## config.mk

```make
export PLATFORM = sky130hd
export DESIGN_NAME = trigger_sequencer
export DESIGN_NICKNAME = d
export VERILOG_FILES = /design/src/rtl/trigger_sequencer.sv
export SDC_FILE = /design/constraint.sdc
export NUM_CORES = 1
export LEC_CHECK = 0
export ABC_AREA = 1
export CAP_MARGIN = 15
export CORE_MARGIN = 3
export CORE_UTILIZATION = 40
export CTS_CLUSTER_DIAMETER = 150
export DETAILED_ROUTE_END_ITERATION = 10
export GPL_TIMING_DRIVEN = 0
export PLACE_DENSITY_LB_ADDON = 0.1
export RECOVER_POWER = 50
export REMOVE_ABC_BUFFERS = 1
export SYNTH_ARGS = -nofsm -noshare
export SYNTH_HDL_FRONTEND = slang
export SYNTH_SLANG_ARGS = --single-unit
```

## constraint.sdc

```tcl
create_clock -name clk -period 4.65 [get_ports clk]
set_input_delay 0.465 -clock clk [delete_from_list [all_inputs] [get_ports clk]]
set_output_delay 0.465 -clock clk [all_outputs]
set_load 0.1 [all_outputs]
```

## src/rtl/trigger_sequencer.sv

```systemverilog
// Threshold trigger controller: arm -> qualify (edge) -> confirm run -> hold-off, one-cycle trigger pulse.
// Trigger is registered one cycle after the confirming sample; no backpressure, abort always wins.
module trigger_sequencer #(
    parameter int DATA_WIDTH  = 16,
    parameter int COUNT_WIDTH = 32
) (
    input  logic                   clk,
    input  logic                   rst,
    input  logic                   arm,
    input  logic                   abort,
    input  logic                   auto_rearm,
    input  logic [2:0]             op_sel,
    input  logic [DATA_WIDTH-1:0]  threshold,
    input  logic [7:0]             confirm_len,
    input  logic [COUNT_WIDTH-1:0] holdoff,
    input  logic [DATA_WIDTH-1:0]  data,
    input  logic                   data_valid,
    output logic                   trigger,
    output logic                   armed,
    output logic                   busy,
    output logic [COUNT_WIDTH-1:0] trigger_count
);

    localparam logic [1:0] ST_IDLE    = 2'd0;
    localparam logic [1:0] ST_QUALIFY = 2'd1;
    localparam logic [1:0] ST_SEARCH  = 2'd2;
    localparam logic [1:0] ST_HOLDOFF = 2'd3;

    logic [1:0]             r_state;
    logic [2:0]             r_op;
    logic [DATA_WIDTH-1:0]  r_thr;
    logic [7:0]             r_clen;
    logic [COUNT_WIDTH-1:0] r_hold;
    logic                   r_auto;
    logic [7:0]             r_run;
    logic [COUNT_WIDTH-1:0] r_hcnt;
    logic                   r_trig;
    logic [COUNT_WIDTH-1:0] r_count;

    logic       w_cond;
    logic [7:0] w_clen_eff;
    logic [8:0] w_run_inc;
    logic       w_confirm;
    logic [1:0] w_exit_state;

    always_comb begin
        w_cond = 1'b0;
        case (r_op)
            3'd0:    w_cond = (data == r_thr);
            3'd1:    w_cond = (data != r_thr);
            3'd2:    w_cond = (data >  r_thr);
            3'd3:    w_cond = (data >= r_thr);
            3'd4:    w_cond = (data <  r_thr);
            3'd5:    w_cond = (data <= r_thr);
            default: w_cond = 1'b0;
        endcase
    end

    // A latched confirm length of zero behaves as one.
    assign w_clen_eff   = (r_clen == 8'd0) ? 8'd1 : r_clen;
    assign w_run_inc    = {1'b0, r_run} + 9'd1;
    assign w_confirm    = data_valid && w_cond && (w_run_inc >= {1'b0, w_clen_eff});
    assign w_exit_state = r_auto ? ST_QUALIFY : ST_IDLE;

    always_ff @(posedge clk) begin
        if (rst) begin
            r_state <= ST_IDLE;
            r_op    <= '0;
            r_thr   <= '0;
            r_clen  <= '0;
            r_hold  <= '0;
            r_auto  <= 1'b0;
            r_run   <= '0;
            r_hcnt  <= '0;
            r_trig  <= 1'b0;
            r_count <= '0;
        end else begin
            r_trig <= 1'b0;
            if (abort) begin
                r_state <= ST_IDLE;
                r_run   <= '0;
                r_hcnt  <= '0;
            end else begin
                case (r_state)
                    ST_IDLE: begin
                        if (arm) begin
                            r_op    <= op_sel;
                            r_thr   <= threshold;
                            r_clen  <= confirm_len;
                            r_hold  <= holdoff;
                            r_auto  <= auto_rearm;
                            r_count <= '0;
                            r_run   <= '0;
                            r_state <= ST_QUALIFY;
                        end
                    end
                    ST_QUALIFY: begin
                        if (data_valid && !w_cond) begin
                            r_run   <= '0;
                            r_state <= ST_SEARCH;
                        end
                    end
                    ST_SEARCH: begin
                        if (w_confirm) begin
                            r_trig <= 1'b1;
                            r_run  <= '0;
                            if (r_count != {COUNT_WIDTH{1'b1}})
                                r_count <= r_count + COUNT_WIDTH'(1);
                            if (r_hold == '0) begin
                                r_state <= w_exit_state;
                            end else begin
                                r_hcnt  <= r_hold;
                                r_state <= ST_HOLDOFF;
                            end
                        end else if (data_valid) begin
                            r_run <= w_cond ? w_run_inc[7:0] : 8'd0;
                        end
                    end
                    default: begin
                        // Counter was loaded with H on entry; the edge that sees 1 ends the H-th cycle.
                        if (r_hcnt <= COUNT_WIDTH'(1)) begin
                            r_hcnt  <= '0;
                            r_state <= w_exit_state;
                        end else begin
                            r_hcnt <= r_hcnt - COUNT_WIDTH'(1);
                        end
                    end
                endcase
            end
        end
    end

    assign trigger       = r_trig;
    assign armed         = (r_state == ST_QUALIFY) || (r_state == ST_SEARCH);
    assign busy          = (r_state != ST_IDLE);
    assign trigger_count = r_count;

endmodule

```

==> results.tsv, run 1 <==
metric	value	unit
status	completed	
cts_hold_buf	0	
cp_common_cell	nand2_1	
synth-main-ff-cell	dfxtp_1	
crit_required	4.96	ns
hpwl	15000	microns
nets	1398	
holdPathEnd	r_thr[12]	
syn_area	8000	sq um
vias	7937	
synth.distinct_cells	49	
final_util	50.6	%
clockPowerShare	25.2	%
hold_viol	0	
grt-ovfl-total	0	
clk_pin_slew	0.06	ns
ys_warn_count	0	
syn2layout_area_growth	23.5	%
worstMarginPinSlew	1.39	ns
cts_resized	0	
r2r-end	r_hcnt[28]	
worstPathArrival	4.32	ns
hold_depth	2	
criticalPathCategory	reg -> reg	
cts_sinks	135	
dpl_cell_area	9350	sq um
first_pass_iters	7	
layout_commonest_cell	nand2_1	
power	0.00489	W
io_buffers	115	
syn_inst	1198	
synth-seq-area-share	33.8	%
crit_slowest_cell	inv_2	
syn_area_per_cell	6.67	sq um
vdd_drop_max	0.000257	V
hold_class	reg -> reg	
grt_pass1_wl	35400	microns
switching_power	0.00212	W
core	19500	sq um
cts_tree	done	
antenna_found_initial	0	
cpPeakStageDelay	0.64	ns
share_comb_of_total_power	45.3	%
synthArstFlopShare	0	%
synth-edff-count	0	
pwr-share-seq	29.5	%
crit_fanout	33	
cp-start-kind	register	
top_level_ports	116	
fmax	0.249	GHz
worstHoldStart	r_thr[12]	
cts.path.max_buffers	2	
drtIter0Drc	412	
place_congestion	0.839	
cts_root_buffer	clkbuf_16	
start_util	41.0	%
synth_top_family_by_area	simple AND/OR/NAND/NOR gates	
min_period	4.02	ns
routed_wl	21400	microns
drc	0	
stdcell_area	9880	sq um
p_per_area	495	nW/um^2
via_per_inst	5.08	
grt_pass1_vias	7470	
routedWlPerCell	13.7	microns
end_kind	register	
final_cell_mix	222 x nand2_1, 194 x nor2_1, 135 x dfxtp_1	
grt_setup_unrepaired	no	
synth_xor_area_share	3.29	%
n_antenna_cell	0	
relSlewSlack	7.29	%
p_sw_share	43.3	%
insertion_delay	0.42	ns
rr_worst_depth	19	
fill_cells	2045	
synth_mux_area_share	0	%
fin_hold_ws	0.453	ns
grt_max_degree	97	
chipHeight	147	microns
synth-adder-area-share	5.01	%
rows	51	
yosys.area_share.simple	33.3	%
r2r_start	r_run[0]	
drv_slew	0	
p_leak	4.18	nW
drive_above_1_share	6.86	%
postCtsSetupRepairBufs	0	
synth_compound_area_share	15.7	%
numCtsBuffers	17	
finClkSkew	0.00745	ns
fp.dieW	147	microns
fin_crit_sh	86.4	%
h-tree-depth	4	
yosys_register_bits	135	
maxCapViolCount	0	
path_buf_inv	3	
track_usage	19.6	%
setup_viol	0	
rrSetupSlack	0.63	ns
p_int	0.00277	W
path_cells	inv_1, nor3_1, nand4_1, nor2_1, xor2_1, ha_1, nand3_1, o31ai_1, a21oi_1, nand2_1, nand2_1, inv_1, nand2_2, nand2_4, nand2_2, inv_2, nand2_1, nand2_1, nor2_1	
ant_nets	0	
critPathTopFamily	simple AND/OR/NAND/NOR gates	
dieArea	21700	sq um
## sequential cells by signal, indices dropped and copies added, names as in the netlist, 2 cells and up
signal         count
r_clen             8
r_hcnt            32
r_hold            32
r_op               3
r_run              8
r_state            2
r_thr             16
trigger_count     32
## cell families (layout without fill, tap and decap cells)
logic type	count (synthesis)	after routing
buf+inv	177	276
xor+xnor	30	30
simple gates	588	588
fa+ha+maj	32	32
compound gates	236	236
flops	135	135
## cells in the mapped netlist (2+ instances only)
| cell type | instances | share of area [%] |
|---|---|---|
| o21a_1 | 3 | 0.28 |
| nor3b_1 | 2 | 0.19 |
| nor3_1 | 22 | 1.4 |
| or2_2 | 9 | 0.70 |
| nor2_1 | 195 | 9.2 |
| nor2_2 | 8 | 0.63 |
| nor4_1 | 18 | 1.4 |
| buf_6 | 2 | 0.28 |
| a22oi_1 | 4 | 0.38 |
| nor3_2 | 2 | 0.25 |
| clkbuf_1 | 33 | 1.5 |
| nand2_2 | 7 | 0.55 |
| nand4_1 | 38 | 3.0 |
| ha_1 | 32 | 5.0 |
| o21ai_1 | 5 | 0.31 |
| nor2_4 | 4 | 0.56 |
| a21oi_1 | 103 | 6.4 |
| nand3_2 | 4 | 0.50 |
| buf_2 | 12 | 0.75 |
| dfxtp_1 | 135 | 34 |
| o31ai_1 | 3 | 0.28 |
| nand2_4 | 2 | 0.28 |
| o22ai_1 | 12 | 0.94 |
| xor2_1 | 21 | 2.3 |
| nand2_1 | 222 | 10 |
| inv_2 | 7 | 0.33 |
| xnor2_1 | 9 | 0.99 |
| a21o_1 | 2 | 0.19 |
| buf_4 | 4 | 0.38 |
| inv_1 | 117 | 5.5 |
| o21ai_0 | 97 | 6.1 |
| nand3_1 | 46 | 2.9 |
| nor4_2 | 2 | 0.31 |
## final cells by class
cell class / instances / area, sq um / share of cell area, %
Multi-Input combinational cell: 886 / 4600 / 46.5
Sequential cell: 135 / 2700 / 27.4
Timing Repair Buffer: 120 / 1240 / 12.6
Clock buffer: 22 / 484 / 4.90
Inverter: 125 / 469 / 4.75
Tap cell: 265 / 332 / 3.36
Clock inverter: 9 / 51.3 / 0.519
## worst max-delay path by stage
stage	startpoint	endpoint	slack, ns	depth (start not counted)
after floorplan	r_state[0]	r_clen[1]	0.72	7
after global routing	r_run[0]	r_hcnt[2]	0.16	18
after detailed placement	r_run[0]	r_hcnt[28]	0.57	19
after global placement	arm	r_hold[0]	-2.30	6
after CTS	r_run[0]	r_hcnt[28]	0.54	19
final	r_run[0]	r_hcnt[28]	0.63	19
## through the flow
step	cells	setup slack, ns	TNS [ns]
floorplan	1146	0.716	0
global placement	1526	-2.30	-164.67
detailed placement	1531	0.569	0
CTS	1562	0.540	0
global route	1562	0.162	0
finish	1562	0.633	0
## per-layer routing
| metal | GRT usage [%] | vias up | routed length (microns) |
|---|---|---|---|
| li1 | - | 4119 | - |
| met1 | 25.1 | 3636 | 9890 |
| met2 | 34.2 | 165 | 10300 |
| met3 | 3.74 | 17 | 875 |
| met4 | 5.22 | 0 | 265 |
| met5 | 0 | - | 0 |
## worst reg2reg max path: stages, from the launching register on
cell and delay (ns):
dfxtp_1 0.37, inv_1 0.08, nor3_1 0.35, nand4_1 0.18, nor2_1 0.15, xor2_1 0.25
ha_1 0.20, nand3_1 0.10, o31ai_1 0.26, a21oi_1 0.06, nand2_1 0.07, nand2_1 0.07
inv_1 0.07, nand2_2 0.07, nand2_4 0.26, nand2_2 0.47, inv_2 0.64, nand2_1 0.14
nand2_1 0.09, nor2_1 0.04
## power groups by stage
stage               combinational (W)  clock (W)  sequential, W
finish                        0.00222    0.00123        0.00144
global route                  0.00249    0.00131        0.00147
CTS                           0.00225    0.00127        0.00144
detailed placement            0.00223          0        0.00147
global placement              0.00220          0        0.00147
floorplan                     0.00141          0        0.00172
No activity file was read; power rests on OpenSTA's default activity.
==> inputs of run 2 (changes only) <==
--- a/config.mk
+++ b/config.mk
@@ -7,6 +7,7 @@
 export LEC_CHECK = 0
 export ABC_AREA = 1
 export CAP_MARGIN = 15
+export CORE_ASPECT_RATIO = 1.5
 export CORE_MARGIN = 3
 export CORE_UTILIZATION = 40
 export CTS_CLUSTER_DIAMETER = 150
==> run 2 against run 1 <==
Cell count decreased by 0.51%. Critical path type unchanged. First-iteration DRC count increased by 21%. Largest cell class unchanged. Worst setup slack improved by 0.00071 ns.
==> results.tsv, run 2 (synthesis gave the netlist of run 1 again) <==
metric	value	unit
finClkSkew	0.00994	ns
final_cell_mix	223 x nand2_1, 194 x nor2_1, 135 x dfxtp_1	
fmax	0.249	GHz
share_comb_of_total_power	45.2	%
postCtsSetupRepairBufs	0	
via_per_inst	5.09	
crit_required	4.96	ns
switching_power	0.00213	W
rrSetupSlack	0.63	ns
drc	0	
core	19400	sq um
end_kind	register	
n_antenna_cell	0	
p_int	0.00279	W
worst_slack	0.634	ns
grt_max_degree	97	
hpwl	15400	microns
cts_sinks	135	
clk_pin_slew	0.06	ns
place_congestion	0.898	
ant_nets	0	
syn2layout_area_growth	23.5	%
hold_class	reg -> reg	
vias	7907	
rows	62	
layout_commonest_cell	nand2_1	
drv_slew	0	
fp.dieW	121	microns
relSlewSlack	1.90	%
fill_cells	1985	
finalNonFillerCells	1554	
criticalPathCategory	reg -> reg	
top_level_ports	116	
track_usage	20.6	%
nets	1398	
path_cells	inv_1, nor3_1, nand4_1, nor2_1, xor2_1, ha_1, inv_1, nor2_1, nor2_1, o31ai_1, a21oi_1, nand2_1, nand2_1, inv_1, nand2_1, nand2_4, nand2_2, inv_2, o21ai_0, nor2_1	
grt_pass1_vias	7705	
critPathTopFamily	simple AND/OR/NAND/NOR gates	
p_sw_share	43.3	%
worstMarginPinSlew	1.46	ns
drive_above_1_share	6.70	%
io_buffers	115	
cts_tree	done	
insertion_delay	0.42	ns
cts_root_buffer	clkbuf_16	
drtIter0Drc	497	
pwr-share-seq	29.3	%
cpPeakStageDelay	0.61	ns
crit_slowest_cell	nand2_2	
antenna_found_initial	0	
status	completed	
cp-start-kind	register	
hold_viol	0	
dp_slack	0.607	ns
p_per_area	499	nW/um^2
chipHeight	179	microns
routedWlPerCell	14.0	microns
cts.path.max_buffers	2	
setup_viol	0	
maxCapViolCount	0	
grt-ovfl-total	0	
routed_wl	21800	microns
numCtsBuffers	17	
worstHoldStart	r_thr[6]	
vdd_drop_max	0.000278	V
fin_hold_ws	0.455	ns
fin_crit_sh	86.4	%
clockPowerShare	25.4	%
dieArea	21800	sq um
min_period	4.02	ns
worstPathArrival	4.32	ns
path_buf_inv	4	
grt_pass1_wl	36400	microns
start_util	41.2	%
cts_resized	0	
crit_fanout	33	
cp_common_cell	nor2_1	
dpl_cell_area	9340	sq um
grt_setup_unrepaired	no	
cts_hold_buf	0	
crit_start	r_run[0]	
stdcell_area	9870	sq um
p_leak	4.17	nW
h-tree-depth	4	
first_pass_iters	5	
dp_cells	1522	
r2r_start	r_run[0]	
-- run 2: cell types whose count changed in the layout (fill, tap and decap cells not counted) --
| cell | change |
|---|---|
| buf_8 | +1 |
| clkinv_2 | -3 |
| clkbuf_8 | +1 |
| clkbuf_1 | +2 |
| nand2_2 | -1 |
| clkinvlp_4 | +1 |
| nand2_1 | +1 |
| buf_12 | -1 |
-- run 2: final cells by class --
cell class,instances,area (sq um),share of cell area (%)
clock buffers,25,505,5.12
clock inverters,7,43.8,0.443
inverters,125,469,4.75
multi-input cells,886,4590,46.5
flip-flops and latches,135,2700,27.4
well taps,256,320,3.24
repair buffers,120,1240,12.6
-- run 2: layer usage --
layer | global-route usage (%) | part of all wire, % | wire length [microns] | vias to the layer above
met5 | 0 | 0 | 0 | -
met4 | 6.21 | 1.8 | 382 | 0
met3 | 3.69 | 3.8 | 825 | 28
met2 | 38.6 | 52 | 11400 | 158
met1 | 23.6 | 42 | 9220 | 3603
li1 | - | - | - | 4118
-- run 2: power groups by stage --
stage / sequential [W] / clock [W] / combinational (W)
floorplan: 0.00172 / 0 / 0.00141
global placement: 0.00147 / 0 / 0.00222
detailed placement: 0.00147 / 0 / 0.00225
CTS: 0.00145 / 0.00129 / 0.00226
global route: 0.00147 / 0.00133 / 0.00251
finish: 0.00144 / 0.00125 / 0.00223
-- run 2: worst reg2reg max path, stage by stage, from the launching register on --
cell and delay, ns:
dfxtp_1 0.35, inv_1 0.08, nor3_1 0.35, nand4_1 0.17
nor2_1 0.14, xor2_1 0.23, ha_1 0.28, inv_1 0.06
nor2_1 0.04, nor2_1 0.08, o31ai_1 0.08, a21oi_1 0.11
nand2_1 0.07, nand2_1 0.08, inv_1 0.04, nand2_1 0.13
nand2_4 0.22, nand2_2 0.61, inv_2 0.46, o21ai_0 0.28
nor2_1 0.06
-- run 2: final timing paths --
kind,endpoint,cells past startpoint
max,r_hcnt[31],20
min,r_thr[6],2
max reg2reg,r_hcnt[31],20
min reg2reg,r_thr[6],2
-- run 2: per-stage QoR --
step           TNS [ns]  power [W]  util [%]
2_1_floorplan         0    0.00313         -
3_3_place_gp    -168.80    0.00369      47.6
3_5_place_dp          0    0.00372      48.1
4_1_cts               0    0.00500      51.0
5_1_grt               0    0.00531      50.9
6_report              0    0.00493      50.9
